<file path="config.mk">
export PLATFORM = sky130hd
export DESIGN_NAME = button_press_classifier
export DESIGN_NICKNAME = d
export VERILOG_FILES = /design/src/rtl/button_pkg.sv /design/src/rtl/press_counter.sv /design/src/rtl/button_press_classifier.sv
export SDC_FILE = /design/constraint.sdc
export NUM_CORES = 1
export LEC_CHECK = 0
export ABC_AREA = 1
export CAP_MARGIN = 20
export CORE_MARGIN = 10
export CORE_UTILIZATION = 55
export DETAILED_ROUTE_END_ITERATION = 8
export GPL_ROUTABILITY_DRIVEN = 0
export MAX_ROUTING_LAYER = met4
export PLACE_DENSITY = 0.75
export SLEW_MARGIN = 20
export SYNTH_ARGS = -nofsm -noshare
export SYNTH_HDL_FRONTEND = slang
export SYNTH_HIERARCHICAL = 1
export SYNTH_SLANG_ARGS = --single-unit
</file>
<file path="constraint.sdc">
create_clock -name clk -period 2.1 [get_ports clk]
set_clock_uncertainty 0.1 [all_clocks]
set_input_delay 0.42 -clock clk [delete_from_list [all_inputs] [get_ports clk]]
set_output_delay 0.42 -clock clk [all_outputs]
set_load 0.005 [all_outputs]
</file>
<file path="src/rtl/button_pkg.sv">
// Shared types and defaults for the button press classifier.
//   state_t                 : classifier FSM states
//   DEFAULT_LONG_CYCLES     : press length for a long press (0.5 s at 100 MHz)
//   DEFAULT_GAP_CYCLES      : max release gap for a double press (250 ms at 100 MHz)
//   cnt_width()             : counter width covering both terminal counts
package button_pkg;

    typedef enum logic [2:0] {
        IDLE,
        PRESSED,
        LONG_HELD,
        WAIT_SECOND,
        SECOND_PRESSED
    } state_t;

    localparam int unsigned DEFAULT_LONG_CYCLES = 50_000_000;
    localparam int unsigned DEFAULT_GAP_CYCLES  = 25_000_000;

    // Width of the shared counter: $clog2 of the larger terminal length.
    function automatic int unsigned cnt_width(input int unsigned long_cycles,
                                              input int unsigned gap_cycles);
        return $clog2((long_cycles > gap_cycles) ? long_cycles : gap_cycles);
    endfunction

endpackage

</file>
<file path="src/rtl/press_counter.sv">
// Up-counter with synchronous clear/enable and a terminal-value comparator.
//   clk, rst   : clock, synchronous active-high reset
//   clear      : synchronous clear (wins over en)
//   en         : increment enable
//   term       : terminal value to compare against
//   at_term_c  : combinational flag, count == term
module press_counter #(
    parameter int unsigned WIDTH = 8
) (
    input  logic             clk,
    input  logic             rst,
    input  logic             clear,
    input  logic             en,
    input  logic [WIDTH-1:0] term,
    output logic             at_term_c
);

    logic [WIDTH-1:0] count;

    always_ff @(posedge clk) begin
        if (rst) begin
            count <= '0;
        end else if (clear) begin
            count <= '0;
        end else if (en) begin
            count <= count + WIDTH'(1);
        end
    end

    assign at_term_c = (count == term);

endmodule

</file>
<file path="src/rtl/button_press_classifier.sv">
// Classifies debounced button gestures into short, long and double presses.
//   clk, rst      : 100 MHz system clock, synchronous active-high reset
//   debounced     : clean button level, 1 = pressed
//   short_press   : one-cycle pulse, single press with no follow-up in the gap
//   long_press    : one-cycle pulse when a press reaches LONG_CYCLES
//   double_press  : one-cycle pulse on release of a second press
//   held          : level, high while the long press is still held
module button_press_classifier
    import button_pkg::*;
#(
    parameter int unsigned LONG_CYCLES = DEFAULT_LONG_CYCLES,
    parameter int unsigned GAP_CYCLES  = DEFAULT_GAP_CYCLES
) (
    input  logic clk,
    input  logic rst,
    input  logic debounced,
    output logic short_press,
    output logic long_press,
    output logic double_press,
    output logic held
);

    localparam int unsigned CNT_W = cnt_width(LONG_CYCLES, GAP_CYCLES);
    localparam logic [CNT_W-1:0] LONG_TERM = CNT_W'(LONG_CYCLES - 1);
    localparam logic [CNT_W-1:0] GAP_TERM  = CNT_W'(GAP_CYCLES - 1);

    state_t           state;
    state_t           state_next;
    logic             short_next;
    logic             long_next;
    logic             double_next;
    logic             held_next;
    logic             cnt_clear;
    logic             cnt_en;
    logic [CNT_W-1:0] term;
    logic             at_term_c;

    press_counter #(
        .WIDTH (CNT_W)
    ) u_press_counter (
        .clk       (clk),
        .rst       (rst),
        .clear     (cnt_clear),
        .en        (cnt_en),
        .term      (term),
        .at_term_c (at_term_c)
    );

    // State and output registers.
    always_ff @(posedge clk) begin
        if (rst) begin
            state        <= IDLE;
            short_press  <= 1'b0;
            long_press   <= 1'b0;
            double_press <= 1'b0;
            held         <= 1'b0;
        end else begin
            state        <= state_next;
            short_press  <= short_next;
            long_press   <= long_next;
            double_press <= double_next;
            held         <= held_next;
        end
    end

    // Next-state and next-output logic. A level change on debounced is
    // checked before the terminal count, so release/press wins a tie.
    always_comb begin
        state_next  = state;
        short_next  = 1'b0;
        long_next   = 1'b0;
        double_next = 1'b0;
        cnt_en      = 1'b0;
        term        = LONG_TERM;

        case (state)
            IDLE: begin
                if (debounced) begin
                    state_next = PRESSED;
                end
            end
            PRESSED: begin
                cnt_en = 1'b1;
                if (!debounced) begin
                    state_next = WAIT_SECOND;
                end else if (at_term_c) begin
                    state_next = LONG_HELD;
                    long_next  = 1'b1;
                end
            end
            LONG_HELD: begin
                if (!debounced) begin
                    state_next = IDLE;
                end
            end
            WAIT_SECOND: begin
                cnt_en = 1'b1;
                term   = GAP_TERM;
                if (debounced) begin
                    state_next = SECOND_PRESSED;
                end else if (at_term_c) begin
                    state_next = IDLE;
                    short_next = 1'b1;
                end
            end
            SECOND_PRESSED: begin
                if (!debounced) begin
                    state_next  = IDLE;
                    double_next = 1'b1;
                end
            end
            default: begin
                state_next = IDLE;
            end
        endcase

        // Counter restarts from 0 on every state change.
        cnt_clear = (state_next != state);
        held_next = (state_next == LONG_HELD);
    end

endmodule

</file>
# After elaboration in Yosys (flattened, before gate mapping)
# Cells that the tools add are included.
[classes] add_sub_neg=1 eq_ne=7 mux=11 bitwise_logic=4 n_reduce_logical=7
[ops] op="$add 26x1->26 const B" count=1
[ops] op="$eq 26x26->1" count=1
[ops] op="$mux 26" count=1
[ops] op="$mux 3" count=6
[ops] op="$pmux 3 s4" count=1
[ops] op="$eq 3x2->1 const B" count=3
[ops] op="$reduce_or 2->1" count=4
[ops] op="$reduce_or 3->1" count=2
[ops] op="$not 1->1" count=4
[ops] op="$eq 3x1->1 const B" count=1
[ops] op="$eq 3x3->1 const B" count=1
[ops] op="$logic_not 3->1" count=1
[ops] op="$mux 1" count=3
[ops] op="$ne 3x3->1" count=1
[totals] reg_bits=33 output_inout_bits=4

# Depth between registers and ports, before layout
# Gate-level depths: netlist of run 1.
[logic_depth] word_depth=8 mapped_depth=20 depth_no_buf=19

# Hierarchy
# The synthesis of run 1 kept the hierarchy.
[by_module_without_submodules] module="press_counter" n_inst=1 cells_per_inst=297 area_each_um2=1826.8 seq_area_each_um2=520.5
[by_module_without_submodules] module="button_press_classifier" n_inst=1 cells_per_inst=56 area_each_um2=362.8 seq_area_each_um2=140.1

# Least setup slack after synthesis of run 1
# OpenSTA, ideal clock, no wires.
[synth_path] path_kind="register to register" start="reg state[0]" end="reg u_press_counter.count[6]" t_arrival_ns=2.017 required_time_ns=1.883 path_slack_ns=-0.134 stages_incl_launch_ff=20 path_buffers=2 synth_period_minus_slack_ns=2.234 path_cell_list="dfxtp_1 > buf_4 > nand2_1 > nor2_2 > o21ai_0 > nor2_1 > nand2_1 > nor2_1 > nand2_1 > nor2_1 > inv_1 > nand2_1 > nor2_1 > nor2_1 > nand2_1 > nand4_1 > nor2_1 > buf_1 > o21ai_0 > nor2_1"
[synth_via] elab_chain_len=8 elab_cells_between_ends=19 classes_between="eq/ne: 6; mux: 9; reduce/logical: 4"
[synth_lines] element="start, declared" line_no="button_press_classifier.sv:27" text="state_t state;"
[synth_lines] element="start signal, assigned" line_no="button_press_classifier.sv:58" text="state <= state_next;"
[synth_lines] element="$eq 3x2->1 *" line_no="button_press_classifier.sv:76" text="case (state)"
[synth_lines] element="$mux 26 *" line_no="button_press_classifier.sv:76"
[synth_lines] element="net term[11]" line_no="button_press_classifier.sv:35" text="logic [CNT_W-1:0] term;"
[synth_lines] element="$eq 26x26->1 *" line_no="press_counter.sv:30" text="assign at_term_c = (count == term);"
[synth_lines] element="net at_term_c" line_no="button_press_classifier.sv:36" text="logic at_term_c;"
[synth_lines] element="$mux 3 (on tied branches)" line_no="button_press_classifier.sv:101, button_press_classifier.sv:86"
[synth_lines] element="$mux 3 (on tied branches)" line_no="button_press_classifier.sv:99, button_press_classifier.sv:84"
[synth_lines] element="$pmux 3 s4 *" line_no="button_press_classifier.sv:76"
[synth_lines] element="$ne 3x3->1 *" line_no="button_press_classifier.sv:118" text="cnt_clear = (state_next != state);"
[synth_lines] element="net cnt_clear" line_no="button_press_classifier.sv:33" text="logic cnt_clear;"
[synth_lines] element="$reduce_or 2->1 (no line) *"
[synth_lines] element="end signal, assigned" line_no="press_counter.sv:26" text="count <= count + WIDTH'(1);"
[synth_lines] element="end, declared" line_no="press_counter.sv:18" text="logic [WIDTH-1:0] count;"
# The timed path passes the listed nets; every way through them passes the cells marked *.
# A chain may end at the register's enable or synchronous reset.

# Worst setup path in the final report of run 1
[layout_path] start="reg state[2]" end="reg u_press_counter.count[16]"
# Same word-level chain as after synthesis.

==> results of run 1 <==
worst register-to-register path, cell delays in order (launching register included):
cell and delay (ns):
dfxtp_2 0.33, buf_6 0.12, nor2_4 0.18, buf_6 0.14, xnor2_2 0.10, nand2_1 0.06, nor2_1 0.10, nand3_1 0.10
nor2_2 0.18, inv_2 0.06, nand2_2 0.08, nor2_2 0.04, nor2_2 0.13, nand2_1 0.06, nand4_1 0.11, nor2_4 0.08
clkbuf_16 0.18, nand2_2 0.07, nor2_1 0.04
layout make-up:
type,instances,share of cell area
Clock buffer,7,0.0292
Timing Repair Buffer,49,0.144
Multi-Input combinational cell,287,0.511
Sequential cell,33,0.227
Tap cell,48,0.0203
Inverter,54,0.0687
cell families after synthesis:
logic type / after synthesis / synth area share
and+or+nand+nor: 212 / 0.449
buffers and inverters: 58 / 0.103
xor gates and xnor gates: 13 / 0.0520
other: 2 / 0.00343
DFF: 33 / 0.302
adders and majority gates: 1 / 0.00571
AOI/OAI and AO/OA: 34 / 0.0846
metal layers:
layer | share of wire | global-route usage | vias to the layer above
met2 | 0.50 | 0.296 | 53
met3 | 0.060 | 0.0400 | 16
met5 | 0 | - | -
li1 | - | - | 1221
met4 | 0.025 | 0.0631 | 0
met1 | 0.41 | 0.192 | 1070
registers in the layout, indices dropped and copies added (netlist names):
name	count
held	1
short_press	1
state	3
u_press_counter/count	26
double_press	1
long_press	1
stage by stage:
step / worst slack [ns] / cells / setup TNS [ns]
final: -0.250 / 478 / -5.34
after global routing: -0.418 / 478 / -10.41
after CTS: -0.149 / 477 / -3.06
after detailed placement: -0.257 / 468 / -5.80
after global placement: -0.189 / 468 / -4.13
after floorplan: 0.00742 / 378 / 0
repair_timing:
item                                    in CTS  in global routing
cloned                                       0                  1
endpoints found under the setup margin      28                 29
buffers inserted                             5                  1
pin swaps                                    2                 15
gates resized for setup                     12                 26
cell usage in the layout, fill, tap and decap left out, types with 7 or more instances in the layout:
cell     count
a21oi_1     11
buf_4       38
conb_1      27
dfxtp_1     30
inv_1       43
inv_2       11
nand2_1     82
nand2_2     12
nand3_1     17
nand4_1      7
nor2_1      58
nor2_2      10
nor2_4       9
nor3_1       7
o21ai_2      9
final timing paths:
check             cells past startpoint                        end  slack [ns]                      from
hold reg to reg                       2   u_press_counter/count[6]        0.46  u_press_counter/count[6]
hold / removal                        2   u_press_counter/count[6]        0.46  u_press_counter/count[6]
setup reg to reg                     18  u_press_counter/count[16]       -0.25                  state[2]
setup / recovery                     18  u_press_counter/count[16]       -0.25                  state[2]
power by group through the flow:
| stage | combinational, W | sequential (W) | clock [W] |
|---|---|---|---|
| 3_5_place_dp | 0.000161 | 0.000652 | 0 |
| 3_3_place_gp | 0.000160 | 0.000652 | 0 |
| 5_1_grt | 0.000230 | 0.000638 | 0.000517 |
| 2_1_floorplan | 0.000113 | 0.000651 | 0 |
| 4_1_cts | 0.000171 | 0.000638 | 0.000504 |
| 6_report | 0.000210 | 0.000638 | 0.000488 |
==> impl_metrics.ini, run 1 <==
[cells_and_area]
drive_above_1_share = 0.272
final_area_um2 = 2950
syn_to_final_growth_pct = 34.8
utilization = 0.788
nNetsFinal = 434
ff_latch_area_um2 = 669
antenna_cells = 0
fillers = 298
multiInputGateArea_um2 = 1510

[timing]
setup_violations = 26
period_needed_ns = 2.35
hold_viol_final = 0
slew_violations = 0
worst_hold_slack_ns = 0.459
fmax_mhz = 426
rsz0062_at_grt = yes
layout_worst_path_cycle_share = 1.12
setup_slack_ns = -0.250

[synth]
ys_warn_count = 6
synth_edf_count = 0
syn_area_per_cell_um2 = 6.20
synthCells = 353
synth_commonest_cells = 91 x nand2_1, 62 x nor2_1, 46 x inv_1
yosysTopAreaCell = dfxtp_1
seq_area_frac_synth = 0.302
ys_seq_elements = 33
synth_cell_types = 29
synth_area_leaders = dfxtp_1 30%, nand2_1 16%, nor2_1 11%
postSynth.asyncResetShare = 0
synthFlopType = dfxtp_1
yosysTopAreaCellShare = 0.302
syn_area_um2 = 2190
yosysMostFrequentCell = nand2_1

[floorplanning]
start_util = 0.585
die_area_um2 = 6900
die_y_um = 83.1
io_pins = 7
rows = 22
fp.dieW_um = 83.1
core_area_um2 = 3740

[place]
io_buffers = 6
placed_cell_area_um2 = 2710
hpwl_um = 4390

[power_and_ir_drop]
p_seq_frac = 0.477
power_frac_clock = 0.366
p_per_area_nw_per_um2 = 452
internal-power_w = 0.000982
p_leak_nw = 1.26
ir_drop_v = 0.000339
comb_power_share = 0.157
swShare = 0.265
p_total_w = 0.00134
p_sw_w = 0.000354

[worst_setup_path]
required_ns = 2.19
crit_chain = buf_6, nor2_4, buf_6, xnor2_2, nand2_1, nor2_1, nand3_1, nor2_2, inv_2, nand2_2, nor2_2, nor2_2, nand2_1, nand4_1, nor2_4, clkbuf_16, nand2_2, nor2_1
cpLargestDelayFamily = simple AND/OR/NAND/NOR gates
worstPathMaxFanout = 7
critPathBufInv = 4
worstSetupStartpointType = flip-flop
worst_path_max_delay_cell = dfxtp_2
cp.arrival_ns = 2.44
worstSetupPathType = reg -> reg
cp-end-kind = flip-flop
slowest_delay_ns = 0.33
cp_common_cell = nor2_2

[cts]
root_buffer = clkbuf_8
holdBufCountCts = 0
cts_buffers = 5
clock_path_buffers = 2
clk_latency_ns = 0.29
cts.sinks = 33
h-tree-depth = 2
cts_tree = done
clkTransAtPathRegs_ns = 0.07

[flow_run]
maxCapViolations = 0

[grt]
grt_pass1_vias = 2190
overflow = 0
antenna_found_initial = 0
track_usage = 0.173
grt_max_degree = 16
grt_pass1_wl_um = 9840

[detailed_routing]
vias = 2360
drt_iter0_markers = 139
dr.pass1.iters = 5
ant_nets = 0
wl_um = 5920
drc = 0
routedWlPerCell_um = 12.4
viasPerCell = 4.94

[status]
violations = setup timing
status = complete, but fails checks

[hold_path]
min_path_type = reg -> reg
(Power assumes the default switching activity.)
==> run 2: changes to the inputs <==
--- a/config.mk
+++ b/config.mk
@@ -12,7 +12,7 @@
 export DETAILED_ROUTE_END_ITERATION = 8
 export GPL_ROUTABILITY_DRIVEN = 0
 export MAX_ROUTING_LAYER = met4
-export PLACE_DENSITY = 0.75
+export PLACE_DENSITY_LB_ADDON = 0.1
 export SLEW_MARGIN = 20
 export SYNTH_ARGS = -nofsm -noshare
 export SYNTH_HDL_FRONTEND = slang
==> run 2 against run 1 <==
The flow still finishes with violations (setup timing). Die area unchanged. Routed wire length up 2.5%. Largest power group is now the clock network. Non-clock buffer count up 2.
==> impl_metrics.ini, run 2 (synthesized netlist as in run 1, its figures left out) <==
[timing]
setup_violations = 28
rsz0062_at_grt = yes
period_needed_ns = 2.43
setup_slack_ns = -0.328
layout_worst_path_cycle_share = 1.16
slew_violations = 0
hold_viol_final = 0
fin_tns_setup_ns = -7.57
fmax_mhz = 412

[detailed_routing]
routedWlPerCell_um = 12.6
ant_nets = 0
viasPerCell = 4.97
wl_um = 6070
drt_iter0_markers = 250
drc = 0
vias = 2390
dr.pass1.iters = 6

[worst_setup_path]
cp.arrival_ns = 2.51
required_ns = 2.18
worstSetupStartpointType = flip-flop
cp-end-kind = flip-flop
worstPathMaxFanout = 6
worstSetupPathType = reg -> reg

[cts]
cts_buffers = 5
clock_path_buffers = 2
h-tree-depth = 2
root_buffer = clkbuf_8
cts_tree = done
clkTransAtPathRegs_ns = 0.08
cts.sinks = 33
clk_latency_ns = 0.29

[floorplanning]
core_area_um2 = 3740
fp.dieW_um = 83.1
start_util = 0.585
rows = 22
io_pins = 7
die_y_um = 83.1
die_area_um2 = 6900

[grt]
use_met3 = 0.0410
antenna_found_initial = 0
met2_usage = 0.287
track_usage = 0.171
grt_pass1_vias = 2219
overflow = 0
grtUsageMet1 = 0.194
grt_pass1_wl_um = 9730
grt.busiest_layer = met2
grt_max_degree = 12

[cells_and_area]
mostFrequentLayoutCells = 83 x nand2_1, 57 x nor2_1, 43 x inv_1, 38 x buf_4, 30 x dfxtp_1
nNetsFinal = 436
drive_above_1_share = 0.277
final_area_um2 = 2980
largestRegisters = u_press_counter/count x26, state x3
final_common_cell = nand2_1
layoutNonFillerInstCount = 481
utilization = 0.797
syn_to_final_growth_pct = 36.3
largest_reg_flops = 26
regMostFlops = u_press_counter/count
antenna_cells = 0

[status]
status = complete, but fails checks
violations = setup timing

[power_and_ir_drop]
p_per_area_nw_per_um2 = 499
p_leak_nw = 1.28
ir_drop_v = 0.000474

[place]
io_buffers = 6
placed_cell_area_um2 = 2700
dp.cells = 468
hpwl_um = 4320

[hold_path]
min_path_type = reg -> reg

[flow_run]
maxCapViolations = 0
==> run 2: timing repair <==
item	4_1_cts	5_1_grt
gates cloned	0	1
endpoints found under the setup margin	28	30
gates resized for setup	17	25
endpoints found under the hold margin	0	0
hold buffers	0	0
setup buffers	2	2
pin swaps	11	18
==> run 2: routing by layer <==
layer	vias to the layer above	wire length, µm
met1	1048	2550
met5	-	0
li1	1223	-
met4	0	146
met3	19	405
met2	100	2970
==> run 2: metrics by stage <==
stage	power, W	worst slack (ns)	hold slack [ns]
2_1_floorplan	0.000764	0.00742	0.370
3_3_place_gp	0.000808	-0.245	0.413
3_5_place_dp	0.000810	-0.311	0.428
4_1_cts	0.00146	-0.195	0.449
5_1_grt	0.00154	-0.479	0.485
6_report	0.00149	-0.328	0.448
==> run 2: final cells by class <==
| type | instances | area [µm²] |
|---|---|---|
| clock buffers | 6 | 82.6 |
| clock inverters | 2 | 37.5 |
| fillers | 260 | 759 |
| inverters | 54 | 203 |
| multi-input cells | 287 | 1510 |
| flip-flops and latches | 33 | 669 |
| well taps | 48 | 60.1 |
| repair buffers | 51 | 424 |
==> run 2: final timing paths <==
path	depth (start not counted)	to	slack, ns	from
worst max-delay path	19	u_press_counter/count[16]	-0.33	state[1]
worst min-delay path	4	u_press_counter/count[25]	0.45	u_press_counter/count[25]
worst max register to register	19	u_press_counter/count[16]	-0.33	state[1]
worst min register to register	4	u_press_counter/count[25]	0.45	u_press_counter/count[25]
==> run 2: power by group <==
group / switching [W] / leakage (nW) / internal [W]
sequential: 0.00000716 / 0.268 / 0.000631
combinational: 0.000120 / 0.955 / 0.0000858
clock: 0.000258 / 0.0574 / 0.000386
==> run 2: worst max-delay path, stage by stage, from the launching register on <==
cell,delay [ns]
dfxtp_4,0.38
nand2_4,0.05
nor2_4,0.21
buf_6,0.13
o21ai_1,0.05
nor2_1,0.09
nand2_1,0.06
nor2_1,0.11
nand2_1,0.08
nor2_2,0.16
inv_2,0.06
nand2_2,0.08
nor2_2,0.05
nor2_1,0.16
nand2_1,0.07
nand4_1,0.11
nor2_4,0.09
buf_6,0.16
nand2_1,0.07
nor2_1,0.04
